===== src/rtl/regfile_write_arbiter_pkg.sv =====
// Shared register-file types and constants for the write-port arbiter slice.
package regfile_pkg;

  localparam int ADDR_W = 5;
  localparam int DATA_W = 64;

  typedef logic [ADDR_W-1:0] reg_addr_t;
  typedef logic [DATA_W-1:0] reg_data_t;

  // Register index that reads as zero; writes to it never reach the regfile.
  localparam reg_addr_t ZERO_REG = reg_addr_t'(31);

  typedef struct packed {
    reg_addr_t addr;
    reg_data_t data;
  } wr_req_t;

endpackage


===== src/rtl/regfile_write_arbiter_if.sv =====
// Valid/ready request bundle from the completing units to the write arbiter.
interface regfile_write_arbiter_if #(
  parameter int NUM_REQ = 3
) ();
  import regfile_pkg::*;

  logic      [NUM_REQ-1:0] req_valid;
  logic      [NUM_REQ-1:0] req_ready;
  reg_addr_t [NUM_REQ-1:0] req_addr;
  reg_data_t [NUM_REQ-1:0] req_data;

  modport master (output req_valid, req_addr, req_data, input req_ready);
  modport slave  (input req_valid, req_addr, req_data, output req_ready);
endinterface


===== src/rtl/regfile_write_arbiter_rr_arbiter.sv =====
// Round-robin arbiter: searches from rr_ptr_reg upward with wrap, advances past the winner on a transfer.
module rr_arbiter #(
  parameter int NUM_REQ = 3,
  localparam int IDX_W = (NUM_REQ > 1) ? $clog2(NUM_REQ) : 1
) (
  input  logic               clk,
  input  logic               rst_n,
  input  logic [NUM_REQ-1:0] req,
  input  logic               hold,
  input  logic               xfer,
  output logic [NUM_REQ-1:0] grant,
  output logic [IDX_W-1:0]   grant_idx
);

  logic [IDX_W-1:0] rr_ptr_reg;
  logic [IDX_W-1:0] rr_ptr_next;
  logic             found;

  always_comb begin
    int cand;
    cand      = 0;
    found     = 1'b0;
    grant_idx = '0;
    for (int k = 0; k < NUM_REQ; k++) begin
      cand = (int'(rr_ptr_reg) + k) % NUM_REQ;
      if (!found && req[cand]) begin
        found     = 1'b1;
        grant_idx = IDX_W'(cand);
      end
    end
  end

  assign rr_ptr_next = (grant_idx == IDX_W'(NUM_REQ - 1)) ? '0 : grant_idx + 1'b1;

  generate
    for (genvar gi = 0; gi < NUM_REQ; gi++) begin : g_grant
      assign grant[gi] = found & ~hold & (grant_idx == IDX_W'(gi));
    end
  endgenerate

  always_ff @(posedge clk or negedge rst_n) begin
    if (!rst_n) begin
      rr_ptr_reg <= '0;
    end else if (xfer) begin
      rr_ptr_reg <= rr_ptr_next;
    end
  end

endmodule


===== src/rtl/regfile_write_arbiter.sv =====
// Shares the single regfile write port among NUM_REQ units; registered write plus same-cycle forwarding.
module regfile_write_arbiter
  import regfile_pkg::*;
#(
  parameter int NUM_REQ = 3
) (
  input  logic                    clk,
  input  logic                    rst_n,
  regfile_write_arbiter_if.slave  req_if,
  input  logic                    hold,
  output logic                    regWrite,
  output reg_addr_t               writeAddr,
  output reg_data_t               WriteData,
  input  reg_addr_t               readAddr1,
  input  reg_addr_t               readAddr2,
  output logic                    fwd_hit1,
  output logic                    fwd_hit2,
  output reg_data_t               fwd_data
);

  localparam int IDX_W = (NUM_REQ > 1) ? $clog2(NUM_REQ) : 1;

  logic [NUM_REQ-1:0] grant;
  logic [NUM_REQ-1:0] ready;
  logic [IDX_W-1:0]   grant_idx;
  logic               xfer;
  wr_req_t            sel;
  wr_req_t            out_reg;
  logic               wen_reg;

  rr_arbiter #(.NUM_REQ(NUM_REQ)) u_arb (
    .clk       (clk),
    .rst_n     (rst_n),
    .req       (req_if.req_valid),
    .hold      (hold),
    .xfer      (xfer),
    .grant     (grant),
    .grant_idx (grant_idx)
  );

  // No accepts while reset is held, so requesters keep their payload for re-arbitration.
  assign ready          = grant & {NUM_REQ{rst_n}};
  assign req_if.req_ready = ready;
  assign xfer           = |(req_if.req_valid & ready);

  always_comb begin
    sel.addr = req_if.req_addr[grant_idx];
    sel.data = req_if.req_data[grant_idx];
  end

  // Zero-register writes are accepted to keep the requester moving but never enable the write.
  always_ff @(posedge clk or negedge rst_n) begin
    if (!rst_n) begin
      wen_reg <= 1'b0;
      out_reg <= '0;
    end else if (xfer) begin
      wen_reg <= (sel.addr != ZERO_REG);
      out_reg <= sel;
    end else begin
      wen_reg <= 1'b0;
    end
  end

  assign regWrite  = wen_reg;
  assign writeAddr = out_reg.addr;
  assign WriteData = out_reg.data;

  assign fwd_hit1 = wen_reg & (out_reg.addr == readAddr1) & (readAddr1 != ZERO_REG);
  assign fwd_hit2 = wen_reg & (out_reg.addr == readAddr2) & (readAddr2 != ZERO_REG);
  assign fwd_data = out_reg.data;

endmodule


===== src/flat_wrapper.sv =====
// flat-port wrapper written by rule: the top's interface ports become plain ports
module regfile_write_arbiter_flat import regfile_pkg::*;
#(
  parameter int NUM_REQ = 3
)
  (clk, rst_n, hold, regWrite, writeAddr, WriteData, readAddr1, readAddr2, fwd_hit1, fwd_hit2, fwd_data, req_if_req_valid, req_if_req_addr, req_if_req_data, req_if_req_ready);
  regfile_write_arbiter_if #(.NUM_REQ(NUM_REQ)) req_if_i ();
  input  logic clk;
  input  logic rst_n;
  input  logic hold;
  output logic regWrite;
  output reg_addr_t writeAddr;
  output reg_data_t WriteData;
  input  reg_addr_t readAddr1;
  input  reg_addr_t readAddr2;
  output logic fwd_hit1;
  output logic fwd_hit2;
  output reg_data_t fwd_data;
  input wire logic [$bits(req_if_i.req_valid)-1:0] req_if_req_valid;
  input wire logic [$bits(req_if_i.req_addr)-1:0] req_if_req_addr;
  input wire logic [$bits(req_if_i.req_data)-1:0] req_if_req_data;
  output wire logic [$bits(req_if_i.req_ready)-1:0] req_if_req_ready;
  assign req_if_i.req_valid = req_if_req_valid;
  assign req_if_i.req_addr = req_if_req_addr;
  assign req_if_i.req_data = req_if_req_data;
  assign req_if_req_ready = req_if_i.req_ready;
  regfile_write_arbiter #(.NUM_REQ(NUM_REQ)) u_core (.clk(clk), .rst_n(rst_n), .req_if(req_if_i), .hold(hold), .regWrite(regWrite), .writeAddr(writeAddr), .WriteData(WriteData), .readAddr1(readAddr1), .readAddr2(readAddr2), .fwd_hit1(fwd_hit1), .fwd_hit2(fwd_hit2), .fwd_data(fwd_data));
endmodule

===== config.mk =====
export PLATFORM = sky130hd
export DESIGN_NAME = regfile_write_arbiter_flat
export DESIGN_NICKNAME = d
export VERILOG_FILES = /design/src/rtl/regfile_write_arbiter_pkg.sv /design/src/rtl/regfile_write_arbiter_if.sv /design/src/rtl/regfile_write_arbiter_rr_arbiter.sv /design/src/rtl/regfile_write_arbiter.sv /design/src/flat_wrapper.sv
export SDC_FILE = /design/constraint.sdc
export NUM_CORES = 1
export LEC_CHECK = 0
export BUFFER_PORTS_ARGS = -buffer_cell sky130_fd_sc_hd__buf_2
export CAP_MARGIN = 10
export CORE_AREA = 2 2 141 143
export CTS_CLUSTER_DIAMETER = 50
export DETAILED_ROUTE_END_ITERATION = 7
export DIE_AREA = 0 0 143 145
export HOLD_SLACK_MARGIN = 0.06
export SKIP_CTS_REPAIR_TIMING = 1
export SLEW_MARGIN = 10
export SYNTH_ARGS = -nofsm -noshare
export SYNTH_HDL_FRONTEND = slang
export SYNTH_SLANG_ARGS = --single-unit

===== constraint.sdc =====
create_clock -name clk -period 3.3 [get_ports clk]
set_input_delay 0.165 -clock clk [delete_from_list [all_inputs] [get_ports clk]]
set_output_delay 0.165 -clock clk [all_outputs]
set_load 0.02 [all_outputs]

==> results.rst, run 1 <==
.. list-table::
   :header-rows: 1

   * - Metric
     - Value
   * - Post-synthesis async set-or-reset flop share
     - 100%
   * - Worst-Skew Late Latency
     - 340 ps
   * - Crit Path Category
     - flip-flop to primary output
   * - Relative contribution of sequential cells to total power
     - 23.0%
   * - Maximum fanout along the worst path
     - 35
   * - Most frequent cells in the layout
     - 360 x buf_2, 72 x dfrtp_1, 69 x nor2_1
   * - Switch Pwr
     - 3.89 mW
   * - Fraction of the yosys area taken by sequential cells
     - around 40%
   * - Worst path arrival time
     - ~2800 ps
   * - Number of nets in the layout
     - 1,031
   * - Stage delay of the slowest cell on the critical path
     - 470 ps
   * - Die extent in x
     - 143 µm
   * - Final routed wire length divided by cell count
     - 15.0 µm
   * - Die height
     - between 100 and 150 µm
   * - Most common library cell in the layout ignoring fill and taps
     - buf_2
   * - GRT Overall Usage
     - 14.6%
   * - Number of setup violations in the final report
     - 0
   * - Placer congestion estimate
     - 0.811
   * - Master cell of the clock root buffer
     - clkbuf_16
   * - Lkg Pwr
     - 3.15 nW
   * - Final Cycle Share
     - 89.8%
   * - Setup crit start kind
     - flip-flop
   * - Total clock sinks
     - 72
   * - Routed met3 length
     - 1130 µm
   * - Count of maximum capacitance violations
     - 0
   * - Number of flip-flops under the largest register name
     - 64
   * - Timing startpoint of the critical path
     - u_core.u_arb.rr_ptr_reg[0]$_DFFE_PN0P_
   * - Number of synthesized flops with an enable pin
     - 0
   * - Relative slew slack
     - 59.8%
   * - Layout cell share with drive strength beyond 1
     - 49.1%
   * - Tightest Pin Transition
     - 597 ps
   * - Peak ir drop on the vdd network
     - approximately 0.38 mV
   * - Count of final hold-check violations
     - 0
   * - Post-Route Skew
     - 6.53 ps
   * - Worst-path cell with the longest stage delay
     - ha_1
   * - Total number of vias
     - 4,840
   * - Mean Syn Cell Area
     - 8.54 µm²
   * - Clock share of power
     - 15.4%
   * - PortBufs
     - 361
   * - Minimum clock period after layout
     - 2960 ps
   * - H-Tree Level Count
     - 3
   * - Post-synthesis instance total
     - between 500 and 600
   * - Post-Route M1 WL
     - 6630 µm
   * - Initial detailed-routing violation count
     - between 200 and 250
   * - Initial Util
     - a little under a quarter
   * - Number of iterations in the first detailed-routing pass
     - 4
   * - Run status
     - completed
   * - Worst setup EP type
     - primary output
   * - Setup repair after global routing missed its margin
     - no
   * - Total core area
     - 19,200 µm²
   * - Count of pins over their slew limit
     - 0
   * - Cell-internal power
     - between 3 and 4 mW
   * - Relative area change from synthesis to final layout
     - 45.1%
   * - Count of cell types in the netlist
     - 45
   * - Count of state elements after synthesis
     - 72
   * - Worst endpoint required time
     - 3130 ps
   * - Sum of met2 wire segment lengths after detailed routing
     - 8180 µm
   * - Cell Count, Final, Fillers Out
     - 1,075
   * - Row count
     - between 50 and 60
   * - Post-synth top flop
     - dfrtp_1
   * - Final-layout setup total negative slack
     - 0 ps
   * - Overall routed net length
     - approximately 16,000 µm
   * - Maximum number of pins on one net before global-route repair
     - between 70 and 80
   * - Max Root-Sink Buffers
     - 2
   * - Yosys warns
     - 0
   * - Number of remaining DRC errors
     - 0
   * - Number of global-route vias before repair
     - 4,462
   * - DPL Wire Length
     - 12,600 µm
   * - Number of buffers added by the clock tree synthesis step
     - 9
   * - Sw frac
     - 50.8%
   * - Total congestion overflow after global routing
     - 0
   * - Relative contribution of combinational cells to total power
     - approximately three fifths
   * - Core utilization of the finished layout
     - 33.7%
   * - Clock tree from TritonCTS
     - done
   * - Wire length of the first global-routing pass
     - 23,800 µm
   * - Clock transition at the register clock pins on the worst setup and hold paths after CTS
     - 60 ps
   * - Startpoint of the tightest hold check path
     - req_if_req_data[2]
   * - Post-Syn Area
     - 4460 µm²
   * - Residual antenna-violating net count after detailed routing
     - 0
   * - Origin of the critical flop-to-flop path
     - u_core.u_arb.rr_ptr_reg[0]$_DFFE_PN0P_
   * - Cell Count Post-Placement
     - 1,057
   * - Final WS setup
     - 336 ps
   * - Mean number of vias per cell
     - 4.50
   * - Net Count, Synth
     - 749
   * - Critical path cell sequence
     - inv_1 -> ha_1 -> nor2_1 -> o32ai_2 -> o2bb2ai_1 -> nor2_4 -> buf_6 -> and2_1 -> buf_2
   * - Boundary Pins
     - 362
   * - Worst min-delay path category
     - primary input to flip-flop
   * - Maximum clock rate
     - 0.337 GHz
   * - Die Footprint
     - 20,700 µm²
   * - Antenna violations before repair
     - 2
   * - Total power divided by cell area
     - roughly 1200 nW/µm²
   * - Pre-CTS setup slack
     - a little under 600 ps
   * - Max layer used
     - met5
through the flow:
stage / instance area (µm²) / hold WS, ps / total power [mW]
floorplan: 4460 / -131 / 5.37
global placement: 6100 / 282 / 6.49
detailed placement: 6100 / 283 / 6.54
CTS: 6450 / -94.4 / 7.75
global route: 6470 / 64.5 / 8.24
finish: 6470 / 71.7 / 7.66
power by group through the flow:
stage	sequential, mW	combinational [mW]	clock (mW)
2_1_floorplan	2.19	3.18	0
3_3_place_gp	1.76	4.73	0
3_5_place_dp	1.77	4.76	0
4_1_cts	1.77	4.76	1.22
5_1_grt	1.82	5.17	1.26
6_report	1.76	4.72	1.18
worst paths after layout:
kind / slack, ps / cells after the start / end
max: 340 / 9 / req_if_req_ready[2]
min: 70 / 3 / u_core.WriteData[2]$_DFFE_PN0P_
max reg2reg: 610 / 9 / u_core.regWrite$_DFF_PN0_
min reg2reg: 570 / 2 / u_core.WriteData[22]$_DFFE_PN0P_
max in group asynchronous: 1910 / 4 / u_core.WriteData[19]$_DFFE_PN0P_
min in group asynchronous: 460 / 3 / u_core.WriteData[16]$_DFFE_PN0P_
critical path, delay by kind of cell (launching register included):
family | cells | cell delay, ps
DFF | 1 | 370
adders and majority gates | 1 | 470
and+or+nand+nor | 3 | 580
AOI/OAI and AO/OA | 2 | 460
buffers and inverters | 3 | 560
metal layers:
layer	GRT usage [%]	vias up
li1	-	2372
met2	26.1	213
met4	3.96	2
met1	17.4	2243
met5	0	-
met3	3.47	10
cell type report:
| cell class | instances | area, µm² |
|---|---|---|
| diodes | 1 | 2.50 |
| clock buffers | 12 | 256 |
| clock inverters | 4 | 98.8 |
| fillers | 2036 | 12700 |
| inverters | 8 | 30.0 |
| multi-input cells | 341 | 2010 |
| flip-flops and latches | 72 | 1800 |
| well taps | 265 | 332 |
| repair buffers | 372 | 1940 |
Yosys cell counts, types with 5 or more instances:
cell type / count / area share (%)
dfrtp_1: 72 / 40
nor2_1: 71 / 6.0
nand2_1: 66 / 5.6
a31oi_1: 65 / 9.1
a22oi_1: 64 / 11
buf_4: 64 / 11
clkbuf_1: 21 / 1.8
buf_2: 12 / 1.3
inv_1: 8 / 0.67
o21ai_0: 8 / 0.90
xor2_1: 6 / 1.2
a21oi_1: 5 / 0.56
cell families (layout without fill, tap and decap cells):
kind of cell	after synthesis	in the layout	share of synthesized area (%)
AO/OA/AOI/OAI	159	159	24.6
XOR/XNOR	8	8	1.57
adder cells (fa/ha/maj)	4	4	1.12
buffers and inverters	109	396	15.1
flip-flops	72	72	40.4
multiplexers	7	7	1.66
other	0	1	0
AND/OR/NAND/NOR	163	163	15.5
(Power assumes the default switching activity.)
==> inputs of run 2 (changes only) <==
Settings changed: CORE_AREA 2 2 141 143 to 2 2 140 142, DIE_AREA 0 0 143 145 to 0 0 142 144.
Clock period 3.3 ns to 2.39 ns, I/O delays scaled along.
==> run 2 against run 1 <==
  * Non-clock buffer count is 92 higher
  * Clock skew barely moved
  * Design area is 16% higher
  * The flow now finishes with violations (negative setup slack)
  * Sequential power rose by 38%
  * Worst hold slack got worse by 35 ps
  * Global-route usage decreased by 0.064 points
==> results.rst, run 2 (synthesis gave the netlist of run 1 again) <==
.. list-table::
   :header-rows: 1

   * - Metric
     - Value
   * - Number of buffers added by the clock tree synthesis step
     - 9
   * - Number of global-route vias before repair
     - 4,461
   * - Mean number of vias per cell
     - 4.58
   * - Ant diodes
     - 0
   * - Worst endpoint required time
     - 2600 ps
   * - Total number of vias
     - 5,212
   * - Most common library cell in the layout ignoring fill and taps
     - buf_2
   * - Clock share of power
     - 13.3%
   * - Final Power
     - around 12 mW
   * - Minimum hold slack
     - 37.2 ps
   * - Relative contribution of sequential cells to total power
     - approximately a fifth
   * - Die extent in x
     - 142 µm
   * - Setup repair after global routing missed its margin
     - yes
   * - Initial Util
     - between 20% and 30%
   * - Worst setup EP type
     - flip-flop
   * - Switch Pwr
     - 5.81 mW
   * - PortBufs
     - 361
   * - Number of flip-flops under the largest register name
     - 64
   * - Count of maximum capacitance violations
     - 0
   * - Final Cycle Share
     - 106%
   * - Cell-internal power
     - 6.16 mW
   * - Clock tree from TritonCTS
     - done
   * - Sw frac
     - just under 50%
   * - Maximum number of pins on one net before global-route repair
     - 47
   * - Hold Path Stages
     - 3
   * - Clock transition at the register clock pins on the worst setup and hold paths after CTS
     - 60 ps
   * - Worst path arrival time
     - about 2700 ps
   * - Number of nets in the layout
     - 1,123
   * - Row count
     - between 50 and 60
   * - Final WS setup
     - -140 ps
   * - Total core area
     - 19,100 µm²
   * - Relative contribution of combinational cells to total power
     - between 60% and 70%
   * - Maximum fanout along the worst path
     - 5
   * - Final Cell Area
     - 7500 µm²
   * - Total power divided by cell area
     - 1600 nW/µm²
   * - Initial detailed-routing violation count
     - 275
   * - Die Footprint
     - 20,400 µm²
   * - Boundary Pins
     - 362
   * - Worst-Skew Late Latency
     - 340 ps
   * - Relative slew slack
     - between 60% and 70%
   * - Fill cell instance count of the final layout
     - ~1,900
   * - Total clock sinks
     - 72
   * - Tightest Pin Transition
     - roughly 530 ps
   * - Post-Route Skew
     - 6.34 ps
   * - Peak ir drop on the vdd network
     - 0.570 mV
   * - H-Tree Level Count
     - 3
   * - Number of iterations in the first detailed-routing pass
     - 6
   * - Number of remaining DRC errors
     - 0
   * - Final-layout setup total negative slack
     - -308 ps
   * - Violations in the final reports
     - negative setup slack
   * - Antenna violations before repair
     - 0
   * - Count of pins over their slew limit
     - 0
   * - Dpl cell area
     - a little over 6000 µm²
   * - Wire length of the first global-routing pass
     - 23,300 µm
   * - Residual antenna-violating net count after detailed routing
     - 0
   * - DPL Wire Length
     - 12,500 µm
   * - Master cell of the clock root buffer
     - clkbuf_16
   * - Minimum clock period after layout
     - about 2500 ps
   * - Count of final hold-check violations
     - 0
   * - Worst min-delay path category
     - primary input to flip-flop
   * - Total congestion overflow after global routing
     - 0
   * - Overall routed net length
     - ~17,000 µm
   * - Relative area change from synthesis to final layout
     - 68.1%
   * - Number of setup violations in the final report
     - 4
   * - GRT Overall Usage
     - between 10% and 20%
   * - Crit Path Category
     - flip-flop to flip-flop
   * - Run status
     - finished, violations left
   * - Placer congestion estimate
     - 0.800
   * - Die height
     - 144 µm
   * - Maximum clock rate
     - 0.395 GHz
   * - Most frequent cells in the layout
     - 358 x buf_2, 71 x dfrtp_1, 67 x nor2_1
   * - Max Root-Sink Buffers
     - 2
   * - Final routed wire length divided by cell count
     - 15.2 µm
   * - Worst Reg-to-Reg Cells
     - 10
   * - Setup crit start kind
     - flip-flop
   * - Layout cell share with drive strength beyond 1
     - between 40% and 50%
   * - Lkg Pwr
     - 3.61 nW
## run 2: critical path, cell delays in order (launching register included)
cell	delay [ps]
dfrtp_2	450
buf_6	130
ha_4	160
and2_4	160
o32ai_4	230
o2bb2ai_2	130
buf_4	140
or3b_1	360
a31oi_2	160
o211ai_1	110
o41a_1	370
## run 2: worst paths after layout
kind                                               endpoint                              startpoint  slack (ps)
setup / recovery                  u_core.regWrite$_DFF_PN0_  u_core.u_arb.rr_ptr_reg[1]$_DFFE_PN0P_        -140
hold / removal              u_core.WriteData[6]$_DFFE_PN0P_                      req_if_req_data[6]          40
setup reg to reg                  u_core.regWrite$_DFF_PN0_  u_core.u_arb.rr_ptr_reg[1]$_DFFE_PN0P_        -140
hold reg to reg             u_core.WriteData[9]$_DFFE_PN0P_         u_core.WriteData[9]$_DFFE_PN0P_         570
max in group asynchronous  u_core.WriteData[55]$_DFFE_PN0P_                                   rst_n        1080
min in group asynchronous  u_core.WriteData[21]$_DFFE_PN0P_                                   rst_n         410
## run 2: final cells by class
type                            instances  area [µm²]  share of cell area [%]
Timing Repair Buffer                  464        2890                    38.6
Multi-Input combinational cell        341        2130                    28.4
Sequential cell                        72        1800                    24.1
Tap cell                              238         298                    3.97
Clock buffer                           11         243                    3.24
Clock inverter                          5         104                    1.39
Inverter                                8        30.0                   0.401
## run 2: stage by stage
| step | cells | setup slack, ps | utilization [%] |
|---|---|---|---|
| 4_1_cts | 1062 | -471 | 34.4 |
| 6_report | 1139 | -140 | 39.3 |
| 3_3_place_gp | 1046 | -52.5 | 32.6 |
| 2_1_floorplan | 522 | 6.63 | - |
| 3_5_place_dp | 1046 | -109 | 32.6 |
| 5_1_grt | 1139 | -211 | 39.3 |
## run 2: power by group through the flow
stage	clock network (mW)	logic, mW	registers [mW]
2_1_floorplan	0	4.44	3.02
6_report	1.60	7.94	2.43
5_1_grt	1.69	8.62	2.53
3_5_place_dp	0	6.87	2.45
4_1_cts	1.65	6.87	2.44
3_3_place_gp	0	6.82	2.42
## run 2: per-layer routing
metal	part of all wire [%]	routed length [µm]	up-vias	global-route usage (%)
met5	0	0	-	0
met3	5.8	1010	22	2.68
met2	51	8780	230	26.2
li1	-	-	2547	-
met4	1.8	320	0	5.21
met1	42	7220	2413	17.4
